<file path="config.mk">
export PLATFORM = sky130hd
export DESIGN_NAME = ctrl_fsm
export DESIGN_NICKNAME = d
export VERILOG_FILES = /design/src/rtl/ctrl_fsm.sv
export SDC_FILE = /design/constraint.sdc
export NUM_CORES = 1
export LEC_CHECK = 0
export BUFFER_PORTS_ARGS = -buffer_cell sky130_fd_sc_hd__buf_2
export CAP_MARGIN = 5
export CORE_MARGIN = 4
export CORE_UTILIZATION = 47
export CTS_CLUSTER_SIZE = 30
export DETAILED_ROUTE_END_ITERATION = 6
export HOLD_SLACK_MARGIN = 0.03
export PLACE_DENSITY = 0.71
export SYNTH_ARGS = -nofsm -noshare
export SYNTH_HDL_FRONTEND = slang
export SYNTH_SLANG_ARGS = --single-unit
</file>
<file path="constraint.sdc">
create_clock -name clk -period 3.1 [get_ports clk]
set_input_delay 0.155 -clock clk [delete_from_list [all_inputs] [get_ports clk]]
set_output_delay 0.155 -clock clk [all_outputs]
set_load 0.005 [all_outputs]
</file>
<file path="src/rtl/ctrl_fsm.sv">
`default_nettype none
// ============================================================================
//  Module   : ctrl_fsm
//  Purpose  : Multi-cycle processor control unit. Moore FSM sequencing
//             FETCH -> DECODE -> EXEC -> (MEM) -> (WB) with a sticky ERR
//             state for unsupported instructions.
//  Ports    : clk, reset (async, active-low)
//             op, func        - instruction fields (latched in DECODE)
//             zero, memReady  - datapath / memory status
//             pcWrite, irWrite, iord, memRead, writeMem, writeReg,
//             regDes, memToReg, aluSrcA, aluSrcB, aluc, pcSource
//                             - datapath controls
//             illegal         - sticky unsupported-instruction flag
//             state           - current state encoding (debug)
//  Revision : 1.0 - initial release
// ============================================================================
module ctrl_fsm (
    input  logic       clk,
    input  logic       reset,
    input  logic [5:0] op,
    input  logic [5:0] func,
    input  logic       zero,
    input  logic       memReady,
    output logic       pcWrite,
    output logic       irWrite,
    output logic       iord,
    output logic       memRead,
    output logic       writeMem,
    output logic       writeReg,
    output logic       regDes,
    output logic       memToReg,
    output logic       aluSrcA,
    output logic [1:0] aluSrcB,
    output logic [2:0] aluc,
    output logic [1:0] pcSource,
    output logic       illegal,
    output logic [2:0] state
);

    typedef enum logic [2:0] {
        S_FETCH  = 3'd0,
        S_DECODE = 3'd1,
        S_EXEC   = 3'd2,
        S_MEM    = 3'd3,
        S_WB     = 3'd4,
        S_ERR    = 3'd7
    } state_t;

    localparam logic [5:0] c_OP_RTYPE = 6'b000000;
    localparam logic [5:0] c_OP_LW    = 6'b100011;
    localparam logic [5:0] c_OP_SW    = 6'b101011;
    localparam logic [5:0] c_OP_BEQ   = 6'b000100;
    localparam logic [5:0] c_OP_ADDI  = 6'b001000;
    localparam logic [5:0] c_OP_J     = 6'b000010;

    state_t     r_state;
    logic [5:0] r_op;
    logic [5:0] r_func;
    // Low from reset until the first clock edge; the first FETCH cycle
    // only starts once this flop has seen an edge.
    logic       r_active;

    logic       r_pcw_jump;
    logic       r_pcw_beq;
    logic       r_iord;
    logic       r_mem_read;
    logic       r_write_mem;
    logic       r_write_reg;
    logic       r_reg_des;
    logic       r_mem_to_reg;
    logic       r_alu_src_a;
    logic [1:0] r_alu_src_b;
    logic [2:0] r_aluc;
    logic [1:0] r_pc_source;
    logic       r_illegal;

    // Instruction fields as they will be held next cycle: in DECODE the
    // live inputs are being captured, otherwise the latched copy is used.
    logic [5:0] w_op_nx;
    logic [5:0] w_func_nx;
    logic       w_is_r, w_is_lw, w_is_sw, w_is_beq, w_is_addi, w_is_j;
    logic       w_r_legal;
    logic [2:0] w_r_aluc;
    logic       w_legal;
    state_t     w_next;

    logic       w_pcw_jump, w_pcw_beq, w_iord, w_mem_read, w_write_mem;
    logic       w_write_reg, w_reg_des, w_mem_to_reg, w_alu_src_a, w_illegal;
    logic [1:0] w_alu_src_b, w_pc_source;
    logic [2:0] w_aluc;
    logic       w_fetch_hs;

    assign w_op_nx   = (r_state == S_DECODE) ? op   : r_op;
    assign w_func_nx = (r_state == S_DECODE) ? func : r_func;

    assign w_is_r    = (w_op_nx == c_OP_RTYPE);
    assign w_is_lw   = (w_op_nx == c_OP_LW);
    assign w_is_sw   = (w_op_nx == c_OP_SW);
    assign w_is_beq  = (w_op_nx == c_OP_BEQ);
    assign w_is_addi = (w_op_nx == c_OP_ADDI);
    assign w_is_j    = (w_op_nx == c_OP_J);

    always_comb begin
        w_r_legal = 1'b1;
        w_r_aluc  = 3'b000;
        case (w_func_nx)
            6'b100000: w_r_aluc = 3'b000;
            6'b100010: w_r_aluc = 3'b001;
            6'b100100: w_r_aluc = 3'b010;
            6'b100101: w_r_aluc = 3'b011;
            6'b101010: w_r_aluc = 3'b100;
            default:   w_r_legal = 1'b0;
        endcase
    end

    assign w_legal = w_is_lw | w_is_sw | w_is_beq | w_is_addi | w_is_j
                   | (w_is_r & w_r_legal);

    always_comb begin
        w_next = r_state;
        if (!r_active) begin
            w_next = S_FETCH;
        end else begin
            case (r_state)
                S_FETCH:  w_next = memReady ? S_DECODE : S_FETCH;
                S_DECODE: w_next = w_legal ? S_EXEC : S_ERR;
                S_EXEC: begin
                    if (w_is_lw || w_is_sw)        w_next = S_MEM;
                    else if (w_is_r || w_is_addi)  w_next = S_WB;
                    else                           w_next = S_FETCH;
                end
                S_MEM: begin
                    if (memReady) w_next = w_is_lw ? S_WB : S_FETCH;
                end
                S_WB:     w_next = S_FETCH;
                S_ERR:    w_next = S_ERR;
                default:  w_next = S_FETCH;
            endcase
        end
    end

    // Moore outputs for the state being entered; registered below so they
    // are glitch-free and constant for the whole state.
    always_comb begin
        w_pcw_jump   = 1'b0;
        w_pcw_beq    = 1'b0;
        w_iord       = 1'b0;
        w_mem_read   = 1'b0;
        w_write_mem  = 1'b0;
        w_write_reg  = 1'b0;
        w_reg_des    = 1'b0;
        w_mem_to_reg = 1'b0;
        w_alu_src_a  = 1'b0;
        w_alu_src_b  = 2'b00;
        w_aluc       = 3'b000;
        w_pc_source  = 2'b00;
        w_illegal    = 1'b0;
        case (w_next)
            S_FETCH: begin
                w_mem_read  = 1'b1;
                w_alu_src_b = 2'b01;
            end
            S_DECODE: w_alu_src_b = 2'b10;
            S_EXEC: begin
                if (w_is_r) begin
                    w_alu_src_a = 1'b1;
                    w_aluc      = w_r_aluc;
                end else if (w_is_lw || w_is_sw || w_is_addi) begin
                    w_alu_src_a = 1'b1;
                    w_alu_src_b = 2'b10;
                end else if (w_is_beq) begin
                    w_alu_src_a = 1'b1;
                    w_aluc      = 3'b001;
                    w_pc_source = 2'b01;
                    w_pcw_beq   = 1'b1;
                end else if (w_is_j) begin
                    w_pc_source = 2'b10;
                    w_pcw_jump  = 1'b1;
                end
            end
            S_MEM: begin
                w_iord      = 1'b1;
                w_mem_read  = w_is_lw;
                w_write_mem = w_is_sw;
            end
            S_WB: begin
                w_write_reg  = 1'b1;
                w_reg_des    = ~w_is_r;
                w_mem_to_reg = w_is_lw;
            end
            S_ERR:   w_illegal = 1'b1;
            default: ;
        endcase
    end

    always_ff @(posedge clk or negedge reset) begin
        if (!reset) begin
            r_state      <= S_FETCH;
            r_op         <= 6'd0;
            r_func       <= 6'd0;
            r_active     <= 1'b0;
            r_pcw_jump   <= 1'b0;
            r_pcw_beq    <= 1'b0;
            r_iord       <= 1'b0;
            r_mem_read   <= 1'b0;
            r_write_mem  <= 1'b0;
            r_write_reg  <= 1'b0;
            r_reg_des    <= 1'b0;
            r_mem_to_reg <= 1'b0;
            r_alu_src_a  <= 1'b0;
            r_alu_src_b  <= 2'b00;
            r_aluc       <= 3'b000;
            r_pc_source  <= 2'b00;
            r_illegal    <= 1'b0;
        end else begin
            r_state      <= w_next;
            r_op         <= w_op_nx;
            r_func       <= w_func_nx;
            r_active     <= 1'b1;
            r_pcw_jump   <= w_pcw_jump;
            r_pcw_beq    <= w_pcw_beq;
            r_iord       <= w_iord;
            r_mem_read   <= w_mem_read;
            r_write_mem  <= w_write_mem;
            r_write_reg  <= w_write_reg;
            r_reg_des    <= w_reg_des;
            r_mem_to_reg <= w_mem_to_reg;
            r_alu_src_a  <= w_alu_src_a;
            r_alu_src_b  <= w_alu_src_b;
            r_aluc       <= w_aluc;
            r_pc_source  <= w_pc_source;
            r_illegal    <= w_illegal;
        end
    end

    // Fetch handshake is the only memReady-dependent strobe; gating with
    // r_active keeps it low while reset is held and before the first edge.
    assign w_fetch_hs = r_active & (r_state == S_FETCH) & memReady;

    assign pcWrite  = w_fetch_hs | r_pcw_jump | (r_pcw_beq & zero);
    assign irWrite  = w_fetch_hs;
    assign iord     = r_iord;
    assign memRead  = r_mem_read;
    assign writeMem = r_write_mem;
    assign writeReg = r_write_reg;
    assign regDes   = r_reg_des;
    assign memToReg = r_mem_to_reg;
    assign aluSrcA  = r_alu_src_a;
    assign aluSrcB  = r_alu_src_b;
    assign aluc     = r_aluc;
    assign pcSource = r_pc_source;
    assign illegal  = r_illegal;
    assign state    = r_state;

endmodule
`default_nettype wire

</file>
==> flow_summary.yaml, run 1 <==
outcome:
  outcome: "finished, final reports clean"
sta:
  clock.fmax_ghz: 0.368
  finClkSkew_ns: 0.0128
  hold_viol_final: 0
  min_period_over_period: 0.876
  fin_crit_ns: 2.72
  whs_ns: 0.0352
  setup_ws_ns: 0.384
  worstMarginPinSlew_ns: 0.648
  setup_viol: 0
  rsz0062_at_grt: "no"
  slew_violations: 0
  slew_headroom: 0.568
  tns_ns: 0
power_and_ir_drop:
  clock_power_share: 0.208
  p_comb_frac: 0.393
  p_sw_w: 0.000611
  power.internal_w: 0.000958
  power_w: 0.00157
  p_leak_nw: 0.967
  ir_worst_vdd_mv: 0.404
  switching_share: 0.389
  power_density_mw_per_mm2: 827
  p_seq_frac: 0.399
die:
  die_area_mm2: 0.00440
  die_h_um: 66.3
  start_util: 0.507
  row_count: 20
  die-width_um: 66.3
  ios: 36
  core-area_mm2: 0.00315
synthesis:
  synth.net_count: 191
  synth_top_area_frac: 0.485
  synth_area_mm2: 0.00160
  syn_area_per_cell_um2: 9.14
  yosysTopAreaCell: "dfrtp_1"
  ys_types: 46
  ys_warn_count: 0
  yosysSeqAreaShare: 0.485
  synthCells: 175
  synthTopCellsByArea: "dfrtp_1 49%, nand2_1 7.0%, mux2i_1 3.8%, nor2_1 3.8%, nor3_1 3.1%"
  yosys_register_bits: 31
clock_tree:
  cts_sinks: 31
  post_cts.repair.setup_buffers: 0
  clock_path_buffers: 2
  worstSkewPairLatency_ns: 0.33
  cts_root_buf: "clkbuf_4"
  cts.clk_slew.worst_paths_ns: 0.10
  cts_tree: "yes"
  htreeDepth: 2
  cts.repair.resized: 0
  cts_buffers: 5
  cts-hold-fix-buffers: 2
finish:
  layout_commonest_cell: "buf_2"
  final_cell_mix: "35 x buf_2, 31 x dfrtp_1, 30 x nand2_1"
  area_delta_synth_final_pct: 18.7
  drive_gt1_frac: 0.235
  final_nets: 228
  stdcell_area_mm2: 0.00190
  antenna_cells: 0
critical_path:
  crit_family: "compound AO/OA/AOI/OAI gates"
  rrSetupSlack_ns: 0.38
  crit_required_ns: 3.33
  cp_data_arrival_time_ns: 2.94
  slowest_stage: "or3b_1"
  critPathMaxFanout: 20
  slowest_delay_ns: 0.71
  worstSetupPathType: "reg -> reg"
  r2r-end: "pcSource[1]"
  cp_num_cells: 6
  start_kind: "flip-flop"
  r2r-start: "state[2]"
  path_buf_inv: 0
  crit_path_cell_trace: "or3b_1 -> mux2i_1 -> a211oi_1 -> o21a_2 -> a211o_1 -> a21oi_1"
  reg2reg_depth: 6
  cp-end-kind: "flip-flop"
hold_path:
  hold_class: "in -> reg"
  min-delay-start: "func[4]"
  holdPathEnd: "r_func[4]"
  hold_depth: 3
route:
  drt_iter0_drc: 53
  avgViaCountPerCell: 5.40
  wire_per_inst_um: 13.8
  firstDrtPassIters: 4
  drtAntennaViolNets: 0
  vias: 1389
  finalWirelength_um: 3560
  drc_errors: 0
global_routing:
  globalRouteOverflowTotal: 0
  grt_pass1_wl_um: 5840
  grt_max_degree: 32
  grt_pass1_vias: 1320
  grt_util_all_layers: 0.174
  antenna_found_initial: 0
place:
  hpwlAfterDp_um: 2690
  pre_cts_ws_ns: 0.411
  dpl_cell_area_mm2: 0.00179
  port_buffers: 35
  gp_congestion: 0.815
run:
  max_cap_viol_count: 0
[per-stage QoR]
step / utilization / instances
floorplan: - / 175
global placement: 0.568 / 247
detailed placement: 0.568 / 247
CTS: 0.602 / 257
global route: 0.602 / 257
finish: 0.602 / 257
[power by group through the flow]
stage	combinational (W)	clock [W]	sequential, W
5_1_grt	0.000686	0.000354	0.000643
2_1_floorplan	0.000480	0	0.000592
4_1_cts	0.000616	0.000334	0.000624
3_5_place_dp	0.000608	0	0.000632
6_report	0.000618	0.000326	0.000626
3_3_place_gp	0.000596	0	0.000626
[Yosys cell counts, drive strengths merged]
cell type  count
a2111oi        1
a211o          2
a211oi         2
a21boi         1
a21o           1
a21oi          7
a221oi         1
a22o           1
a22oi          1
a31oi          3
a32oi          1
a41o           1
a41oi          1
and2           1
and3           1
and4b          1
buf            6
clkbuf         2
conb           1
dfrtp         31
inv           10
mux2           1
mux2i          6
nand2         30
nand2b         4
nand3          5
nand4          5
nor2          16
nor2b          3
nor3          10
nor3b          2
nor4           1
nor4b          2
o211a          1
o21a           2
o21ai          5
o21bai         1
o31ai          1
or3            3
or3b           1
[how the worst max path moves through the flow]
stage | startpoint | endpoint | slack (ns)
5_1_grt | state[0] | pcSource[1] | 0.15
6_report | state[2] | pcSource[1] | 0.38
3_3_place_gp | state[2] | aluc[2] | 0.53
2_1_floorplan | state[2] | aluc[2] | 0.77
3_5_place_dp | state[2] | aluc[2] | 0.41
4_1_cts | state[2] | aluc[2] | 0.39
[kinds of logic (layout without fill, tap and decap cells)]
| kind of cell | Yosys count | in the layout | synth area share |
|---|---|---|---|
| AO/OA/AOI/OAI | 33 | 33 | 0.149 |
| buffers and inverters | 18 | 56 | 0.0516 |
| flip-flops | 31 | 31 | 0.485 |
| multiplexers | 7 | 7 | 0.0469 |
| other | 1 | 1 | 0.00235 |
| AND/OR/NAND/NOR | 85 | 85 | 0.264 |
[cell type report]
| class | instances | area (um2) |
|---|---|---|
| Tap cell | 44 | 55.1 |
| Timing Repair Buffer | 38 | 203 |
| Inverter | 10 | 37.5 |
| Fill cell | 300 | 1250 |
| Sequential cell | 31 | 776 |
| Clock inverter | 2 | 35.0 |
| Clock buffer | 6 | 51.3 |
| Multi-Input combinational cell | 126 | 741 |
[registers in the layout, indices dropped and copies added, names as in the netlist]
name       flops
iord           1
memToReg       1
writeReg       1
r_func         6
memRead        1
r_active       1
illegal        1
writeMem       1
pcSource       1
regDes         1
state          3
r_pcw_beq      1
aluc           3
aluSrcA        1
r_op           6
aluSrcB        2
[worst reg2reg max path, cell delays in order, from the launching register on]
cell      delay (ns)
dfrtp_1         0.53
or3b_1          0.71
mux2i_1         0.38
a211oi_1        0.16
o21a_2          0.28
a211o_1         0.34
a21oi_1         0.22
[layer usage]
layer	track usage	share of wire	wire length (um)	vias to the layer above
met5	0	0	0	-
met4	0.0838	0.018	63	0
met3	0.0357	0.050	179	7
met2	0.278	0.49	1740	40
met1	0.223	0.44	1570	654
li1	-	-	-	688
(Power assumes the default switching activity.)
==> inputs of run 2 (changes only) <==
Settings changed: ABC_AREA from default to 1, PLACE_DENSITY 0.71 to 0.7.
==> run 2 against run 1 <==
Against the previous run:
- die area rose by 4.6%
- clock power fell by 18%
- clock skew up 0.0037 ns
- register-to-register slack better by 0.14 ns
- critical endpoint is now memRead
- synthesized cell count is 20% higher
- non-clock buffer count decreased by 2
- via count shrank 1.7%
- clock-buffer cell count is 2 higher
==> flow_summary.yaml, run 2 <==
outcome:
  outcome: "finished, final reports clean"
clock_tree:
  htreeDepth: 2
  cts_tree: "yes"
  cts.clk_slew.worst_paths_ns: 0.11
  cts_buffers: 5
  clock_path_buffers: 2
  worstSkewPairLatency_ns: 0.33
  cts_root_buf: "clkbuf_4"
  cts_sinks: 31
finish:
  stdcell_area_mm2: 0.00194
  largestRegisters: "r_func (6), r_op (6)"
  final_nets: 263
  area_delta_synth_final_pct: 15.3
  drive_gt1_frac: 0.315
  final_cell_mix: "48 x nand2_1, 35 x buf_2, 31 x dfrtp_1"
  layout_commonest_cell: "nand2_1"
  antenna_cells: 0
  finalNonFillerCells: 294
route:
  drtAntennaViolNets: 0
  vias: 1365
  firstDrtPassIters: 4
  drt_iter0_drc: 45
  drc_errors: 0
  wire_per_inst_um: 11.1
  avgViaCountPerCell: 4.64
  finalWirelength_um: 3270
sta:
  slew_violations: 0
  fin_crit_ns: 2.58
  setup_viol: 0
  clock.fmax_ghz: 0.388
  slew_headroom: 0.558
  worstMarginPinSlew_ns: 0.663
  hold_viol_final: 0
  rsz0062_at_grt: "no"
  tns_ns: 0
  finClkSkew_ns: 0.0164
  min_period_over_period: 0.832
critical_path:
  critPathMaxFanout: 22
  start_kind: "flip-flop"
  worstSetupPathType: "reg -> reg"
  cp_data_arrival_time_ns: 2.80
  crit_required_ns: 3.32
  cp-end-kind: "flip-flop"
  reg2reg_depth: 12
place:
  dpl_cell_area_mm2: 0.00186
  hpwlAfterDp_um: 2540
  port_buffers: 35
  gp_congestion: 0.820
  dpl.cell_count: 285
global_routing:
  busiest_layer: "met2"
  globalRouteOverflowTotal: 0
  grt_util_all_layers: 0.162
  grt_max_degree: 32
  grt_pass1_vias: 1293
  grt_pass1_wl_um: 5460
  antenna_found_initial: 0
  use_met2: 0.252
  globalRouteMet3Util: 0.0476
  gr-usage-met1: 0.204
power_and_ir_drop:
  ir_worst_vdd_mv: 0.400
  p_leak_nw: 1.10
  power_density_mw_per_mm2: 872
synthesis:
  synth_area_mm2: 0.00168
  syn_area_per_cell_um2: 8.01
  yosys_register_bits: 31
  ys.flop_type: "dfrtp_1"
  synthTopCellsByArea: "dfrtp_1 46%, nand2_1 11%, nand3_1 5.7%, inv_1 5.6%, nand2_2 4.8%"
  yosysTopAreaCell: "dfrtp_1"
  ys_top_cells_by_count: "48 x nand2_1, 31 x dfrtp_1, 25 x inv_1, 21 x nor2_1, 19 x nand3_1"
  ys_warn_count: 0
  yosysSeqAreaShare: 0.461
  synth.net_count: 226
  ys_async_sr_fraction: 1.00
  synthCells: 210
  synth.most_common_cell: "nand2_1"
  synth_edf_count: 0
  synth_top_area_frac: 0.461
  ys_types: 24
die:
  start_util: 0.496
  die_h_um: 67.8
  ios: 36
  die-width_um: 67.8
  core-area_mm2: 0.00339
  row_count: 21
  die_area_mm2: 0.00460
hold_path:
  hold_depth: 3
  hold_class: "in -> reg"
run:
  max_cap_viol_count: 0
[run 2: through the flow]
step / util / power [W] / hold slack [ns] / setup WS, ns
global route: 0.573 / 0.00184 / 0.0906 / 0.245
CTS: 0.573 / 0.00171 / 0.0601 / 0.557
finish: 0.573 / 0.00169 / 0.0809 / 0.521
floorplan: - / 0.00128 / -0.141 / 1.28
detailed placement: 0.549 / 0.00144 / 0.230 / 0.588
global placement: 0.549 / 0.00142 / 0.232 / 0.631
[run 2: what timing repair did]
action                    4_1_cts  5_1_grt
hold endpoints to repair       31        0
buffers inserted                0        0
gates resized for setup         0        0
hold buffers                    1        0
[run 2: power breakdown]
group | internal, W | total, W | switching, W
sequential | 0.000518 | 0.000580 | 0.0000615
combinational | 0.000273 | 0.000844 | 0.000570
clock | 0.000133 | 0.000268 | 0.000135
total | 0.000925 | 0.00169 | 0.000767
[run 2: routing by layer]
layer / vias up / wire length [um]
met3: 4 / 188
met1: 613 / 1480
met2: 28 / 1540
met5: - / 0
li1: 720 / -
met4: 0 / 54
[run 2: final cells by class]
cell class	instances	area, um2
Fill cell	330	1450
Sequential cell	31	776
Multi-Input combinational cell	139	726
Timing Repair Buffer	36	185
Inverter	34	128
Clock buffer	8	68.8
Tap cell	46	57.6
[run 2: critical path: stages (launching register included)]
cell and delay, ns:
dfrtp_1 0.46, inv_2 0.24, nand3_2 0.43, o21ai_1 0.44
nor2_1 0.09, nand3_1 0.15, nand3_2 0.12, nor2_4 0.12
nand2_4 0.08, nand2_2 0.08, nand2_2 0.07, nand3_1 0.11
nand2_1 0.06
[run 2: final timing paths]
kind	start	endpoint	slack (ns)
max reg2reg	state[2]	memRead	0.52
max in group asynchronous	reset	r_active	2.28
max	state[2]	memRead	0.52
min reg2reg	r_func[5]	r_func[5]	0.49
min	func[5]	r_func[5]	0.08
min in group asynchronous	reset	r_op[0]	0.37
[run 2: cells by family (layout without fill, tap and decap cells)]
logic type | count (synthesis) | in the layout | share of synthesized area
AO/OA/AOI/OAI | 7 | 7 | 0.0208
buffers and inverters | 40 | 78 | 0.108
other | 1 | 1 | 0.00223
AND/OR/NAND/NOR | 131 | 131 | 0.408
flip-flops | 31 | 31 | 0.461
==> inputs of run 3 (changes only) <==
Settings changed: ABC_AREA 1 to 0, PLACE_DENSITY 0.7 to 0.71.
Clock period 3.1 ns to 2.4 ns, I/O delays scaled along.
==> run 3 against run 2 <==
Against the previous run:
- utilization is 8.5 points higher
- wire length up 18%
- setup slack got worse by 0.38 ns
==> flow_summary.yaml, run 3 (synthesized netlist as in run 1, its figures left out) <==
power_and_ir_drop:
  ir_worst_vdd_mv: 0.491
  p_leak_nw: 1.04
  power_density_mw_per_mm2: 1070
finish:
  drive_gt1_frac: 0.297
  final_cell_mix: "35 x buf_2, 30 x nand2_1, 30 x dfrtp_1"
  final_nets: 244
  antenna_cells: 0
  finalNonFillerCells: 273
  largestRegisters: "r_func (6), r_op (6)"
  fillers: 277
  layout_commonest_cell: "buf_2"
  area_delta_synth_final_pct: 29.6
clock_tree:
  cts_tree: "yes"
  cts.clk_slew.worst_paths_ns: 0.10
  worstSkewPairLatency_ns: 0.34
  cts_buffers: 5
  htreeDepth: 2
  cts_sinks: 31
  cts_root_buf: "clkbuf_4"
  clock_path_buffers: 2
global_routing:
  globalRouteOverflowTotal: 0
  grt_max_degree: 32
  grt_pass1_vias: 1384
  grt_util_all_layers: 0.188
  antenna_found_initial: 0
  grt_pass1_wl_um: 6240
hold_path:
  hold_class: "in -> reg"
die:
  die_area_mm2: 0.00440
  start_util: 0.507
  die-width_um: 66.3
  row_count: 20
  die_h_um: 66.3
  core-area_mm2: 0.00315
  ios: 36
critical_path:
  critPathMaxFanout: 7
  slowest_stage: "dfrtp_2"
  worstSetupPathType: "reg -> reg"
  rrSetupSlack_ns: 0.14
  crit_path_cell_trace: "nor3b_4 -> mux2i_2 -> a211oi_2 -> o21a_2 -> a211o_1 -> a31oi_1"
  start_kind: "flip-flop"
  crit_required_ns: 2.64
  slowest_delay_ns: 0.48
  cp_data_arrival_time_ns: 2.50
  cp-end-kind: "flip-flop"
place:
  dpl.cell_count: 257
  gp_congestion: 0.852
  port_buffers: 35
  hpwlAfterDp_um: 2790
sta:
  worstMarginPinSlew_ns: 0.662
  setup_viol: 0
  slew_headroom: 0.559
  rsz0062_at_grt: "no"
  slew_violations: 0
  min_period_over_period: 0.940
  tns_ns: 0
  hold_viol_final: 0
  whs_ns: 0.0726
  clock.fmax_ghz: 0.443
  finClkSkew_ns: 0.00518
  fin_crit_ns: 2.26
outcome:
  outcome: "finished, final reports clean"
route:
  wire_per_inst_um: 14.1
  avgViaCountPerCell: 5.48
  drc_errors: 0
  drtAntennaViolNets: 0
  vias: 1496
  firstDrtPassIters: 6
  drt_iter0_drc: 65
  finalWirelength_um: 3860
run:
  max_cap_viol_count: 0
## run 3: cell count changes in the layout (fill, tap and decap cells not counted), sizes merged, moves of 3 or more
cell,delta
a21oi,+3
a31oi,+3
buf,+12
dlygate4sd3,+6
inv,-23
mux2i,+6
nand2,-34
nand2b,+4
nand3,-17
nand3b,-5
nor2,-12
nor2b,+3
nor3,+3
or3,+3
## run 3: critical path, delay by kind of cell, from the launching register on
family	cells	cell delay, ns
AO/OA/AOI/OAI	4	0.96
AND/OR/NAND/NOR	1	0.30
flip-flops	1	0.48
multiplexers	1	0.42
## run 3: cell type report
class / instances / area (um2) / share of cell area
clock inverters: 2 / 35.0 / 0.0169
inverters: 10 / 37.5 / 0.0181
flip-flops and latches: 31 / 777 / 0.375
well taps: 44 / 55.1 / 0.0266
clock buffers: 6 / 51.3 / 0.0248
multi-input cells: 126 / 768 / 0.371
repair buffers: 54 / 348 / 0.168
## run 3: power breakdown
part / internal, W / total [W] / switching, W / leakage [nW]
Combinational: 0.000443 / 0.000983 / 0.000540 / 0.599
Clock: 0.000246 / 0.000435 / 0.000189 / 0.0482
Sequential: 0.000673 / 0.000798 / 0.000125 / 0.397
## run 3: timing repair
action	CTS	global route
gates resized for setup	0	8
endpoints found under the setup margin	0	10
hold endpoints to repair	37	0
setup buffers	0	1
hold buffers	7	0
## run 3: layer usage
layer	GRT usage	vias up	part of all wire
li1	-	726	-
met1	0.237	708	0.44
met2	0.305	55	0.47
met3	0.0510	7	0.066
met4	0.0761	0	0.015
met5	0	-	0
## run 3: metrics by stage
stage,total power (W),instance area (um2),utilization,setup slack [ns]
final,0.00222,2070,0.657,0.144
after global routing,0.00237,2070,0.657,0.0153
after CTS,0.00217,2040,0.646,0.0121
after detailed placement,0.00172,1880,0.596,0.0649
after global placement,0.00170,1880,0.596,0.0825
after floorplan,0.00139,1600,-,0.0708
## run 3: final timing paths
check	from	end	cells past startpoint
min reg2reg	r_func[4]	r_func[4]	2
min in group asynchronous	reset	r_op[4]	2
min	op[2]	r_op[2]	2
max reg2reg	state[1]	aluSrcA	6
max in group asynchronous	reset	state[1]	2
max	state[1]	aluSrcA	6
